<file path="config.mk">
export PLATFORM = sky130hd
export DESIGN_NAME = sw_conditioner
export DESIGN_NICKNAME = d
export VERILOG_FILES = /design/src/rtl/sw_conditioner.sv
export SDC_FILE = /design/constraint.sdc
export NUM_CORES = 1
export LEC_CHECK = 0
export CORE_ASPECT_RATIO = 1.2
export CORE_MARGIN = 3
export CORE_UTILIZATION = 60
export CTS_CLUSTER_SIZE = 28
export DETAILED_ROUTE_END_ITERATION = 8
export PLACE_DENSITY = 0.83
export SYNTH_ARGS = -nofsm -noshare
export SYNTH_HDL_FRONTEND = slang
export SYNTH_SLANG_ARGS = --single-unit
</file>
<file path="constraint.sdc">
create_clock -name clk -period 4.64 [get_ports clk]
set_clock_uncertainty 0.15 [all_clocks]
set_input_delay 0.696 -clock clk [delete_from_list [all_inputs] [get_ports clk]]
set_output_delay 0.696 -clock clk [all_outputs]
set_load 0.05 [all_outputs]
</file>
<file path="src/rtl/sw_conditioner.sv">
// Switch front end for the whack-a-mole game. It synchronises and debounces each slide switch,
// then turns accepted rising edges into a registered hit strobe with the lowest raised index.
module sw_conditioner #(
  parameter int NUM_SW          = 5,
  parameter int DEBOUNCE_CYCLES = 1_000_000,
  parameter int CNT_W           = $clog2(DEBOUNCE_CYCLES) + 1
) (
  input  logic              clk,
  input  logic              reset,
  input  logic [NUM_SW-1:0] sw_in,
  output logic [NUM_SW-1:0] sw_level,
  output logic [NUM_SW-1:0] sw_rise,
  output logic              hit_valid,
  output logic [2:0]        hit_idx,
  output logic              hit_multi
);

  localparam logic [CNT_W-1:0] CNT_MAX = CNT_W'(DEBOUNCE_CYCLES - 1);

  logic [NUM_SW-1:0] r_s1;
  logic [NUM_SW-1:0] r_s2;
  logic [NUM_SW-1:0] r_level;
  logic [NUM_SW-1:0] r_rise;
  logic [CNT_W-1:0]  r_cnt [NUM_SW];
  logic              r_hitValid;
  logic [2:0]        r_hitIdx;
  logic              r_hitMulti;

  logic [NUM_SW-1:0] w_accept;
  logic [2:0]        w_lowIdx;
  logic [3:0]        w_riseCount;
  logic              w_multi;

  always_ff @(posedge clk or posedge reset) begin
    if (reset) begin
      r_s1 <= '0;
      r_s2 <= '0;
    end else begin
      r_s1 <= sw_in;
      r_s2 <= r_s1;
    end
  end

  // A channel is accepted once its synchronised value has disagreed with the level for the full window.
  always_comb begin
    w_accept = '0;
    for (int i = 0; i < NUM_SW; i++) begin
      w_accept[i] = (r_s2[i] != r_level[i]) && (r_cnt[i] == CNT_MAX);
    end
  end

  always_ff @(posedge clk or posedge reset) begin
    if (reset) begin
      r_level <= '0;
      r_rise  <= '0;
      for (int i = 0; i < NUM_SW; i++) begin
        r_cnt[i] <= '0;
      end
    end else begin
      r_rise <= w_accept & r_s2;
      for (int i = 0; i < NUM_SW; i++) begin
        if (r_s2[i] == r_level[i]) begin
          r_cnt[i] <= '0;
        end else if (w_accept[i]) begin
          r_level[i] <= r_s2[i];
          r_cnt[i]   <= '0;
        end else begin
          r_cnt[i] <= r_cnt[i] + 1'b1;
        end
      end
    end
  end

  // Descending scan so the lowest set bit is the last one to win.
  always_comb begin
    w_lowIdx    = '0;
    w_riseCount = '0;
    for (int i = NUM_SW - 1; i >= 0; i--) begin
      if (r_rise[i]) begin
        w_lowIdx = 3'(i);
      end
    end
    for (int i = 0; i < NUM_SW; i++) begin
      w_riseCount = w_riseCount + 4'(r_rise[i]);
    end
    w_multi = (w_riseCount >= 4'd2);
  end

  always_ff @(posedge clk or posedge reset) begin
    if (reset) begin
      r_hitValid <= 1'b0;
      r_hitIdx   <= '0;
      r_hitMulti <= 1'b0;
    end else begin
      r_hitValid <= |r_rise;
      if (|r_rise) begin
        r_hitIdx   <= w_lowIdx;
        r_hitMulti <= w_multi;
      end else begin
        r_hitMulti <= 1'b0;
      end
    end
  end

  assign sw_level  = r_level;
  assign sw_rise   = r_rise;
  assign hit_valid = r_hitValid;
  assign hit_idx   = r_hitIdx;
  assign hit_multi = r_hitMulti;

endmodule

</file>
# Word-level counts from Yosys, hierarchy flattened
# Index checks and enable logic that the tools add are counted.
[totals] word_cells=74 input_bits=7 register_bits=130 output_inout_bits=15
[classes] n_mux=16 n_reduce_logical=11 bitwise_logic=6 n_addsub=9 eq_ne=15 magnitude_cmp=1
[ops] operator="2-to-1 mux 21 bit" n=10
[ops] operator="adder 21 x 1 -> 21 bit (second input constant)" n=5
[ops] operator="equality test 21 x 20 -> 1 bit (second input constant)" n=5
[ops] operator="2-to-1 mux 3 bit" n=5
[ops] operator="AND reduction 2 bit" n=5
[ops] operator="AND 5 bit" n=1
[ops] operator="equality test 1 bit" n=5
[ops] operator="logical AND 1 bit" n=5
[ops] operator="inequality test 1 bit" n=5
[ops] operator="inverter 1 bit" n=5
[ops] operator="OR reduction 5 bit" n=1
[ops] operator="adder 3 x 1 -> 4 bit" n=1
[ops] operator="adder 4 x 1 -> 4 bit" n=1
[ops] operator="greater-or-equal comparator 4 x 2 -> 1 bit (second input constant)" n=1
[ops] operator="adder 2 x 1 -> 3 bit" n=1
[ops] operator="adder 1 x 1 -> 2 bit" n=1
[ops] operator="2-to-1 mux 1 bit" n=1

# Depth between registers and ports, before layout
# Gate-level depths: netlist (run 1).
[logic_depth] word_depth=6 ltp_mapped=6 depth_no_buf=6

# Worst setup path after synthesis (run 1)
# Ideal clock, no wire load.
[synth_timing] path_kind="register -> register" startpoint="register r_level[3], in the netlist sw_level[3]" endpoint="register r_level[3], in the netlist sw_level[3]" setup_slack_ps=2646 required_time_ps=4365 n_path_buf=0 path_stages_with_launch=5 arrival_time_ps=1720 setup_time_ps=125 period_less_slack_ps=1994 cell_sequence="dfrtp_1 -> xor2_1 -> nand4_1 -> nor4_1 -> mux2_2"
[synth_between] elab_chain_cells=3 word_cells_on_any_way=5 cone_classes="eq/ne: 2; bitwise: 1; reduce/logical: 2"
[synth_lines] item="start, declared" line_no="22" text="logic [NUM_SW-1:0] r_level;"
[synth_lines] item="start signal, assigned by index" line_no="65" text="r_level[i] <= r_s2[i];"
[synth_lines] item="inequality test 1 bit or equality test 1 bit (tied branches)" line_no="48, 62"
[synth_lines] item="logical AND 1 bit or inverter 1 bit (tied branches)"
[synth_lines] item="AND reduction 2 bit (no line) (*)"
# Mark *: on every way between the ends. The rest lies on a longest branch, timed or not.
# A chain may end at the register's enable or synchronous reset.

# Worst setup path after layout (run 1)
[layout_timing] startpoint="register r_rise[2], in the netlist sw_rise[2]" endpoint="output sw_rise[2]"
[layout_rtl] item="start, declared" line_no="23" text="logic [NUM_SW-1:0] r_rise;"
[layout_rtl] item="start signal, assigned" line_no="60" text="r_rise <= w_accept & r_s2;"
[layout_rtl] item="end, declared" line_no="12" text="output logic [NUM_SW-1:0] sw_rise,"
# No word-level cell between the ends.

==> impl_metrics.tcl, run 1 <==
set metrics [dict create \
    hold_viol 0 \
    syn_nets 636 \
    worstSetupEndpointType "output pin" \
    placedCellCount 753 \
    rows 40 \
    wl_per_cell_um 16.1 \
    post-route-period-util 0.561 \
    startpoint "sw_rise[2]$_DFF_PP0_" \
    hold_end "r_s2[0]$_DFF_PP0_" \
    syn_inst 621 \
    n_antenna_cell 0 \
    r2r_end "r_cnt[90]$_DFF_PP0_" \
    die_height_um 118 \
    drive_above_1_share 0.0927 \
    grt_use_total 0.229 \
    antenna_left 0 \
    cts_buffers 17 \
    ys_seq_elements 130 \
    area_delta_synth_final_pct 15.0 \
    async_flop_share 1.00 \
    postCtsSetupBuffers 0 \
    grt_max_degree 68 \
    synth-main-ff-cell "dfrtp_1" \
    finalMaxSlewViolations 0 \
    drc 0 \
    synth_warnings 0 \
    rsz0062_at_grt "false" \
    ios 22 \
    yosysSeqAreaShare 0.521 \
    yosys.area.top_type_share 0.521 \
    layout.cells.non_filler 784 \
    synth_edf_count 0 \
    period_needed_ns 2.60 \
    vdd_ir_drop_max_v 0.000246 \
    syn_area_um2 6240 \
    via_count 4774 \
    critPathKind "flop to output pin" \
    power.total_mw 2.62 \
    drt_iter0_markers 233 \
    reg2reg_from "r_cnt[84]$_DFF_PP0_" \
    die_w_um 99.1 \
    grt_pass1_vias 4706 \
    min_path_cells 0 \
    cts-root-buf "clkbuf_16" \
    reg2reg_depth 5 \
    start_util 0.620 \
    r2r_slack_ns 2.38 \
    path_cells "clkdlybuf4s50_1" \
    path_delay_family "buffers and inverters" \
    crit_buf_inv 1 \
    worstHoldStart "r_s1[0]$_DFF_PP0_" \
    synth_top_area_cell "dfrtp_1" \
    maxSlewHeadroom 0.465 \
    tns_ns 0 \
    cellLeakagePower_nw 2.87 \
    cts.htree.levels 4 \
    cap_violations 0 \
    hold_buffers 0 \
    postLayoutSetupSlackWorst_ns 2.04 \
    fp.coreArea_um2 10100 \
    critPathSlowestCell "clkdlybuf4s50_1" \
    worst_pin_slew_ns 0.791 \
    die-area_um2 11700 \
    synth.avg_cell_area_um2 10.0 \
    fmaxAchievable_ghz 0.384 \
    postLayoutCoreUtil 0.713 \
    finalWirelength_um 12600 \
    crit_fanout 6 \
    cts_tree "built" \
    clock_path_buffers 2 \
    worst_ep_required_time_ns 3.79 \
    grt_pass1_wl_um 21800 \
    gp_congestion 0.874 \
    nets 661 \
    startpoint_type "flop" \
    clock_latency_ns 0.42 \
    viasPerCell 6.09 \
    cp.arrival_ns 1.76 \
    ys_top_cells_by_area "dfrtp_1, xnor2_1, nor2_1" \
    hpwlAfterDp_um 8380 \
    antenna_found_initial 0 \
    synth_cell_types 45 \
    firstDrtPassIters 5 \
    cpPeakStageDelay_ns 0.85 \
    clk_pin_slew_ns 0.05 \
    port_buffers 21 \
    cts_sinks 130 \
    hold_path.class "flop to flop" \
    grt_overflow 0 \
    post-place-ws_ns 2.26 \
    status "finished clean" \
    cts-resized-gates 0 \
    power_density_nw_per_um2 366 \
    setup_viol 0 \
]
-- registers in the layout, indices dropped and copies added, names as in the netlist --
register,count
hit_valid,1
r_s1,5
sw_rise,5
r_s2,5
hit_idx,3
r_cnt,105
hit_multi,1
sw_level,5
-- cell type report --
class	instances	area, µm²
flip-flops and latches	130	3250
fillers	702	2880
multi-input cells	459	2860
clock buffers	20	457
repair buffers	25	240
clock inverters	11	160
well taps	126	158
inverters	13	51.3
-- through the flow --
stage | hold WS [ns] | cell area (µm²)
2_1_floorplan | 0.181 | 6240
3_3_place_gp | 0.181 | 6560
3_5_place_dp | 0.185 | 6560
4_1_cts | 0.196 | 7180
5_1_grt | 0.206 | 7180
6_report | 0.194 | 7180
-- worst reg2reg max path, delay by kind of cell (launching register included) --
family | cells | cell delay (ns)
compound gates | 1 | 0.69
simple gates | 3 | 0.53
flops | 1 | 0.43
fa+ha+maj | 1 | 0.31
-- cell usage after synthesis (2+ instances only) --
cell      count
mux2_1        2
nand3_2       3
and2_1        2
a31o_2        2
or4_1        12
xor2_1       23
nand3_1      30
nand4b_1      2
a21oi_1      29
or3_1        19
or2_2         5
mux2_2        3
nor4_1       19
and4_1        2
ha_1          7
nor3b_1       4
xnor2_1      47
nor4b_1       6
and3_1        7
or3b_1        2
nor2_1       90
nand4_2       3
o31ai_1      10
or4_4         6
nor3_1       17
inv_1        13
nand2_1      43
dfrtp_1     130
o21ai_0      21
clkbuf_1     11
buf_2         7
or2_1         2
o41ai_1       3
nand4_1      28
-- power by group --
| part | total (mW) | switching, mW | internal [mW] |
|---|---|---|---|
| logic | 0.0687 | 0.0480 | 0.0208 |
| registers | 1.17 | 0.0159 | 1.15 |
| clock network | 1.39 | 0.471 | 0.918 |
-- kinds of logic (layout without fill, tap and decap cells) --
family / count (synthesis) / count (layout) / synth area share
fa+ha+maj: 8 / 8 / 0.0172
compound gates: 70 / 70 / 0.0670
flops: 130 / 130 / 0.521
simple gates: 306 / 306 / 0.265
mux: 5 / 5 / 0.00902
xor+xnor: 70 / 70 / 0.0982
buf+inv: 32 / 69 / 0.0219
-- cells in the final DEF (no fill, tap or decap), types with 3 or more instances in the layout --
master,n
nand4_1,28
and3_1,7
nand3_2,3
buf_4,4
or2_2,5
xor2_1,23
xnor2_1,47
a21oi_1,29
or4_4,6
o41ai_1,3
clkinv_2,5
or3_1,19
clkbuf_16,17
or4_1,12
nand3_1,30
nor4_1,19
nor3_1,17
nand4_2,3
mux2_2,3
nand2_1,43
inv_1,12
dfrtp_1,130
clkdlybuf4s50_1,21
o31ai_1,9
o21ai_0,21
nor2_1,90
ha_1,7
bufinv_16,4
nor4b_1,6
nor3b_1,4
-- how the worst max path moves through the flow --
stage / end / slack, ns / cells after the start
2_1_floorplan: hit_idx[0]$_DFFE_PP0P_ / 0.32 / 1
3_3_place_gp: r_s1[0]$_DFF_PP0_ / 2.30 / 3
3_5_place_dp: r_cnt[52]$_DFF_PP0_ / 2.26 / 3
4_1_cts: sw_rise[2] / 2.03 / 1
5_1_grt: sw_rise[2] / 2.01 / 1
6_report: sw_rise[2] / 2.04 / 1
-- routing by layer --
metal / global-route usage / routed length [µm] / up-vias
li1: - / - / 2274
met1: 0.283 / 5280 / 2346
met2: 0.392 / 6560 / 123
met3: 0.0504 / 506 / 31
met4: 0.0854 / 247 / 0
met5: 0 / 0 / -
No activity file was read; power rests on OpenSTA's default activity.
==> run 2: changes to the inputs <==
--- a/config.mk
+++ b/config.mk
@@ -7,10 +7,10 @@
 export LEC_CHECK = 0
 export CORE_ASPECT_RATIO = 1.2
 export CORE_MARGIN = 3
-export CORE_UTILIZATION = 60
+export CORE_UTILIZATION = 55
 export CTS_CLUSTER_SIZE = 28
 export DETAILED_ROUTE_END_ITERATION = 8
-export PLACE_DENSITY = 0.83
+export PLACE_DENSITY = 0.81
 export SYNTH_ARGS = -nofsm -noshare
 export SYNTH_HDL_FRONTEND = slang
 export SYNTH_SLANG_ARGS = --single-unit
==> constraint.sdc (replaced) <==
create_clock -name clk -period 2.15 [get_ports clk]
set_clock_uncertainty 0.15 [all_clocks]
set_input_delay 0.3225 -clock clk [delete_from_list [all_inputs] [get_ports clk]]
set_output_delay 0.3225 -clock clk [all_outputs]
set_load 0.05 [all_outputs]
==> run 2 against run 1 <==
Compared with the run above:
- combinational power rose to 2.6 times the previous value
- clock power rose by 120%
- total power rose by 120%
- global-route usage fell by 0.84 points
- setup slack got worse by 2.0 ns
- first-iteration DRC count rose by 61%
- critical path depth rose by 3
- count of clock-buffer cells in the layout rose by 2
- sequential cell count did not move
==> impl_metrics.tcl, run 2 (same netlist as run 1, synthesis figures left out) <==
set metrics [dict create \
    hpwlAfterDp_um 8630 \
    drive_above_1_share 0.138 \
    hold_ws_ns 0.195 \
    rows 42 \
    crit_buf_inv 0 \
    hold_viol 0 \
    postLayoutSetupSlackWorst_ns 0.00233 \
    post-place-ws_ns 0.0369 \
    nets 690 \
    clock_latency_ns 0.41 \
    reg2reg_from "r_cnt[34]$_DFF_PP0_" \
    final_area_um2 7490 \
    cpPeakStageDelay_ns 0.43 \
    start_util 0.566 \
    startpoint "r_cnt[34]$_DFF_PP0_" \
    cts_buffers 17 \
    die_w_um 103 \
    cts_tree "built" \
    r2r_end "sw_level[3]$_DFFE_PP0P_" \
    antenna_found_initial 0 \
    worst_ep_required_time_ns 2.29 \
    fmaxAchievable_ghz 0.466 \
    port_buffers 21 \
    cts-root-buf "clkbuf_16" \
    maxSlewHeadroom 0.619 \
    largest_reg_flops 105 \
    cellLeakagePower_nw 3.10 \
    clock_path_buffers 2 \
    nFillCells 779 \
    dpl_cell_area_um2 6790 \
    path_delay_family "simple AND/OR/NAND/NOR gates" \
    die_height_um 123 \
    power_density_nw_per_um2 763 \
    grt_max_degree 58 \
    drt_iter0_markers 376 \
    grt_overflow 0 \
    post-route-period-util 0.999 \
    power.total_mw 5.71 \
    critPathKind "flop to flop" \
    finalMaxSlewViolations 0 \
    grt_pass1_wl_um 22200 \
    period_needed_ns 2.15 \
    grt_use_total 0.221 \
    firstDrtPassIters 8 \
    layout_commonest_cell "dfrtp_1" \
    cap_violations 0 \
    vdd_ir_drop_max_v 0.000568 \
    worstSetupEndpointType "flop" \
    clk_pin_slew_ns 0.06 \
    via_count 5014 \
    viasPerCell 6.11 \
    drc 0 \
    n_antenna_cell 0 \
    status "finished clean" \
    fp.coreArea_um2 11000 \
    cp.arrival_ns 2.29 \
    grt_pass1_vias 4874 \
    critPathSlowestCell "dfrtp_1" \
    crit_fanout 6 \
    top_register "r_cnt" \
    startpoint_type "flop" \
    path_depth 4 \
    reg2reg_depth 4 \
    final_cell_mix "dfrtp_1, nor2_1, xnor2_1" \
    hold_path.class "input port to flop" \
    area_delta_synth_final_pct 20.0 \
    wl_per_cell_um 16.5 \
    setup_viol 0 \
    postLayoutCoreUtil 0.678 \
    r2r_slack_ns 0.002 \
    finalWirelength_um 13500 \
    endpoint "sw_level[3]$_DFFE_PP0P_" \
    worst_pin_slew_ns 0.567 \
    cts_sinks 130 \
    gp_congestion 0.930 \
    antenna_left 0 \
    die-area_um2 12700 \
    ios 22 \
    cts.htree.levels 4 \
    path_cells "nor4b_1 > nand4_1 > nor4_2 > mux2_2" \
]
## run 2: cell types whose count changed in the layout (fill, tap and decap cells not counted), sizes merged, moves of 2 or more
cell	previous run	this run
buf	4	32
clkdlybuf4s50	21	12
dlygate4sd2	0	8
clkbuf	20	22
## run 2: stage by stage
stage	std cells	TNS, ns
floorplan	621	0
global placement	783	0
detailed placement	783	0
CTS	816	0
global route	820	-0.0759
finish	820	0
## run 2: per-layer routing
layer	up-vias	track usage	share of wire
met3	52	0.0472	0.049
met1	2436	0.279	0.42
met4	0	0.0850	0.026
met5	-	0	0
met2	198	0.370	0.50
li1	2328	-	-
## run 2: power by group
part	internal, mW	total (mW)	switching (mW)
registers	2.48	2.51	0.0334
clock network	1.99	3.02	1.02
logic	0.0681	0.180	0.112
total	4.54	5.71	1.17
## run 2: how the worst min path moves through the flow
| stage | slack (ns) | depth (start not counted) | start | endpoint |
|---|---|---|---|---|
| 2_1_floorplan | 0.18 | 0 | r_s1[0]$_DFF_PP0_ | r_s2[0]$_DFF_PP0_ |
| 3_3_place_gp | 0.18 | 0 | r_s1[4]$_DFF_PP0_ | r_s2[4]$_DFF_PP0_ |
| 3_5_place_dp | 0.19 | 0 | r_s1[2]$_DFF_PP0_ | r_s2[2]$_DFF_PP0_ |
| 4_1_cts | 0.18 | 1 | sw_in[2] | r_s1[2]$_DFF_PP0_ |
| 5_1_grt | 0.19 | 1 | sw_in[1] | r_s1[1]$_DFF_PP0_ |
| 6_report | 0.19 | 1 | sw_in[0] | r_s1[0]$_DFF_PP0_ |
## run 2: final cells by class
class | instances | area (µm²) | share of cell area
sequential | 130 | 3250 | 0.434
multi-input combinational | 459 | 2910 | 0.388
timing repair buffer | 54 | 490 | 0.0655
clock buffer | 22 | 464 | 0.0620
tap | 132 | 165 | 0.0221
clock inverter | 10 | 156 | 0.0209
inverter | 13 | 52.6 | 0.00702
## run 2: timing repair
action | 4_1_cts | 5_1_grt
buffers inserted | 0 | 4
pin swaps | 0 | 4
hold buffers | 1 | 0
resized for setup | 8 | 9
endpoints found under the setup margin | 8 | 45
hold endpoints to repair | 1 | 0
==> run 3: changes to the inputs <==
==> constraint.sdc (replaced) <==
create_clock -name clk -period 2.15 [get_ports clk]
set_clock_uncertainty 0.15 [all_clocks]
set_input_delay 0.645 -clock clk [delete_from_list [all_inputs] [get_ports clk]]
set_output_delay 0.645 -clock clk [all_outputs]
set_load 0.05 [all_outputs]
==> run 3 against run 2 <==
Compared with the run above:
- count of clock-buffer cells in the layout fell by 2
- register-to-register slack gained 0.07 ns
- critical path type unchanged
- first-iteration DRC count is 16% lower
- largest power group unchanged
- critical path depth did not move
- sequential share of layout area increased by 0.37 points
- setup slack improved by 0.070 ns
- total power shrank 3.0%
- hold slack worse by 0.0038 ns
- largest cell class unchanged
- utilization shrank 0.58 points
- die area did not move
==> impl_metrics.tcl, run 3 (same netlist as run 1, synthesis figures left out) <==
set metrics [dict create \
    status "finished clean" \
    via_count 4960 \
    setup_viol 0 \
    cts_sinks 130 \
    n_antenna_cell 0 \
    drt_iter0_markers 314 \
    startpoint_type "flop" \
    p_switching_mw 1.20 \
    hold_buffers 0 \
    grt_pass1_wl_um 21900 \
    multiInputGateArea_um2 2900 \
    hold_ws_ns 0.191 \
    p_seq_frac 0.454 \
    cts_buffers 17 \
    die_height_um 123 \
    cellLeakagePower_nw 3.02 \
    port_buffers 21 \
    worstSetupEndpointType "flop" \
    min_path_cells 0 \
    power.share.clock 0.515 \
    placedCellCount 779 \
    viasPerCell 6.12 \
    post-route-period-util 0.966 \
    seqCellArea_um2 3250 \
    clock_latency_ns 0.43 \
    firstDrtPassIters 5 \
    maxSlewHeadroom 0.555 \
    grt_overflow 0 \
    top_register "r_cnt" \
    combinationalPowerShare 0.031 \
    switching_share 0.217 \
    worst_pin_slew_ns 0.659 \
    vdd_ir_drop_max_v 0.000491 \
    largest_reg_flops 105 \
    internal_power_mw 4.34 \
    finalMaxSlewViolations 0 \
    final_cell_mix "dfrtp_1, nor2_1, xnor2_1" \
    critPathKind "flop to flop" \
    layout.cells.non_filler 811 \
    hold_path.class "flop to flop" \
    drive_above_1_share 0.152 \
    cp.arrival_ns 2.23 \
    antenna_left 0 \
    crit_fanout 6 \
    grt_use_total 0.221 \
    layout_commonest_cell "dfrtp_1" \
    area_delta_synth_final_pct 18.9 \
    finalWirelength_um 13100 \
    gp_congestion 0.895 \
    worst_ep_required_time_ns 2.30 \
    path_cells "nor4b_1 > nand4_1 > nor4_2 > mux2_2" \
    rsz0062_at_grt "true" \
    period_needed_ns 2.08 \
    critPathSlowestCell "dfrtp_1" \
    hold_viol 0 \
    clk_pin_slew_ns 0.06 \
    antenna_found_initial 0 \
    wl_per_cell_um 16.2 \
    power.total_mw 5.54 \
    drc 0 \
    ios 22 \
    reg2reg_depth 4 \
    cpPeakStageDelay_ns 0.42 \
    cts-root-buf "clkbuf_16" \
    nets 681 \
    tns_ns 0 \
    power_density_nw_per_um2 746 \
    grt_max_degree 71 \
    fmaxAchievable_ghz 0.481 \
    hpwlAfterDp_um 8760 \
    cts.htree.levels 4 \
    die-area_um2 12700 \
    clock_path_buffers 2 \
    fp.coreArea_um2 11000 \
    rows 42 \
    grt_pass1_vias 4836 \
    die_w_um 103 \
    cts_tree "built" \
    nFillCells 796 \
    start_util 0.566 \
    cap_violations 0 \
]
## run 3: cell count changes in the layout (fill, tap and decap cells not counted), moves of 2 or more
cell and delta:
dlygate4sd2_1 -8, clkdlybuf4s50_1 -6, buf_12 +5, clkinvlp_4 +4
clkbuf_1 -3, buf_4 +2, bufinv_16 -2
## run 3: power by group through the flow
stage | Sequential (mW) | Clock, mW | Combinational, mW
after floorplan | 2.55 | 0 | 0.110
after global placement | 2.55 | 0 | 0.166
after detailed placement | 2.56 | 0 | 0.172
after CTS | 2.51 | 2.91 | 0.175
after global routing | 2.52 | 3.00 | 0.197
final | 2.51 | 2.85 | 0.172
## run 3: area by class of cell
| class | instances | share of cell area |
|---|---|---|
| Tap cell | 132 | 0.0222 |
| Timing Repair Buffer | 45 | 0.0610 |
| Clock buffer | 20 | 0.0629 |
| Inverter | 13 | 0.00708 |
| Sequential cell | 130 | 0.438 |
| Multi-Input combinational cell | 459 | 0.391 |
| Clock inverter | 12 | 0.0175 |
## run 3: metrics by stage
stage               worst slack (ns)  area, µm²   util
global route                -0.00941       7420  0.673
floorplan                     -0.254       6240      -
global placement               0.148       6780  0.614
CTS                          0.00991       7380  0.668
finish                        0.0721       7420  0.673
detailed placement            0.0861       6780  0.614
## run 3: worst max-delay path: cells and delay by family (launching register included)
kind	cells	cell delay (ns)
DFF	1	0.42
muxes	1	0.37
and+or+nand+nor	3	1.01
## run 3: routing by layer
layer	vias to the layer above	part of all wire	GRT usage
met5	-	0	0
met4	0	0.017	0.0866
met3	30	0.043	0.0540
met2	167	0.52	0.369
met1	2457	0.42	0.276
li1	2306	-	-
## run 3: path summary, 6_finish.rpt
path                                     startpoint  slack, ns                      end
worst max-delay path            r_cnt[34]$_DFF_PP0_       0.07  sw_level[3]$_DFFE_PP0P_
worst min-delay path              r_s1[4]$_DFF_PP0_       0.19        r_s2[4]$_DFF_PP0_
worst max register to register  r_cnt[34]$_DFF_PP0_       0.07  sw_level[3]$_DFFE_PP0P_
worst min register to register    r_s1[4]$_DFF_PP0_       0.19        r_s2[4]$_DFF_PP0_
max in group asynchronous                     reset       0.97      r_cnt[37]$_DFF_PP0_
min in group asynchronous                     reset       0.52        r_s2[0]$_DFF_PP0_
## run 3: repair_timing
item / CTS / global route
setup endpoints to repair: 0 / 42
setup buffers: 0 / 0
gates resized for setup: 0 / 7
hold endpoints to repair: 0 / 0
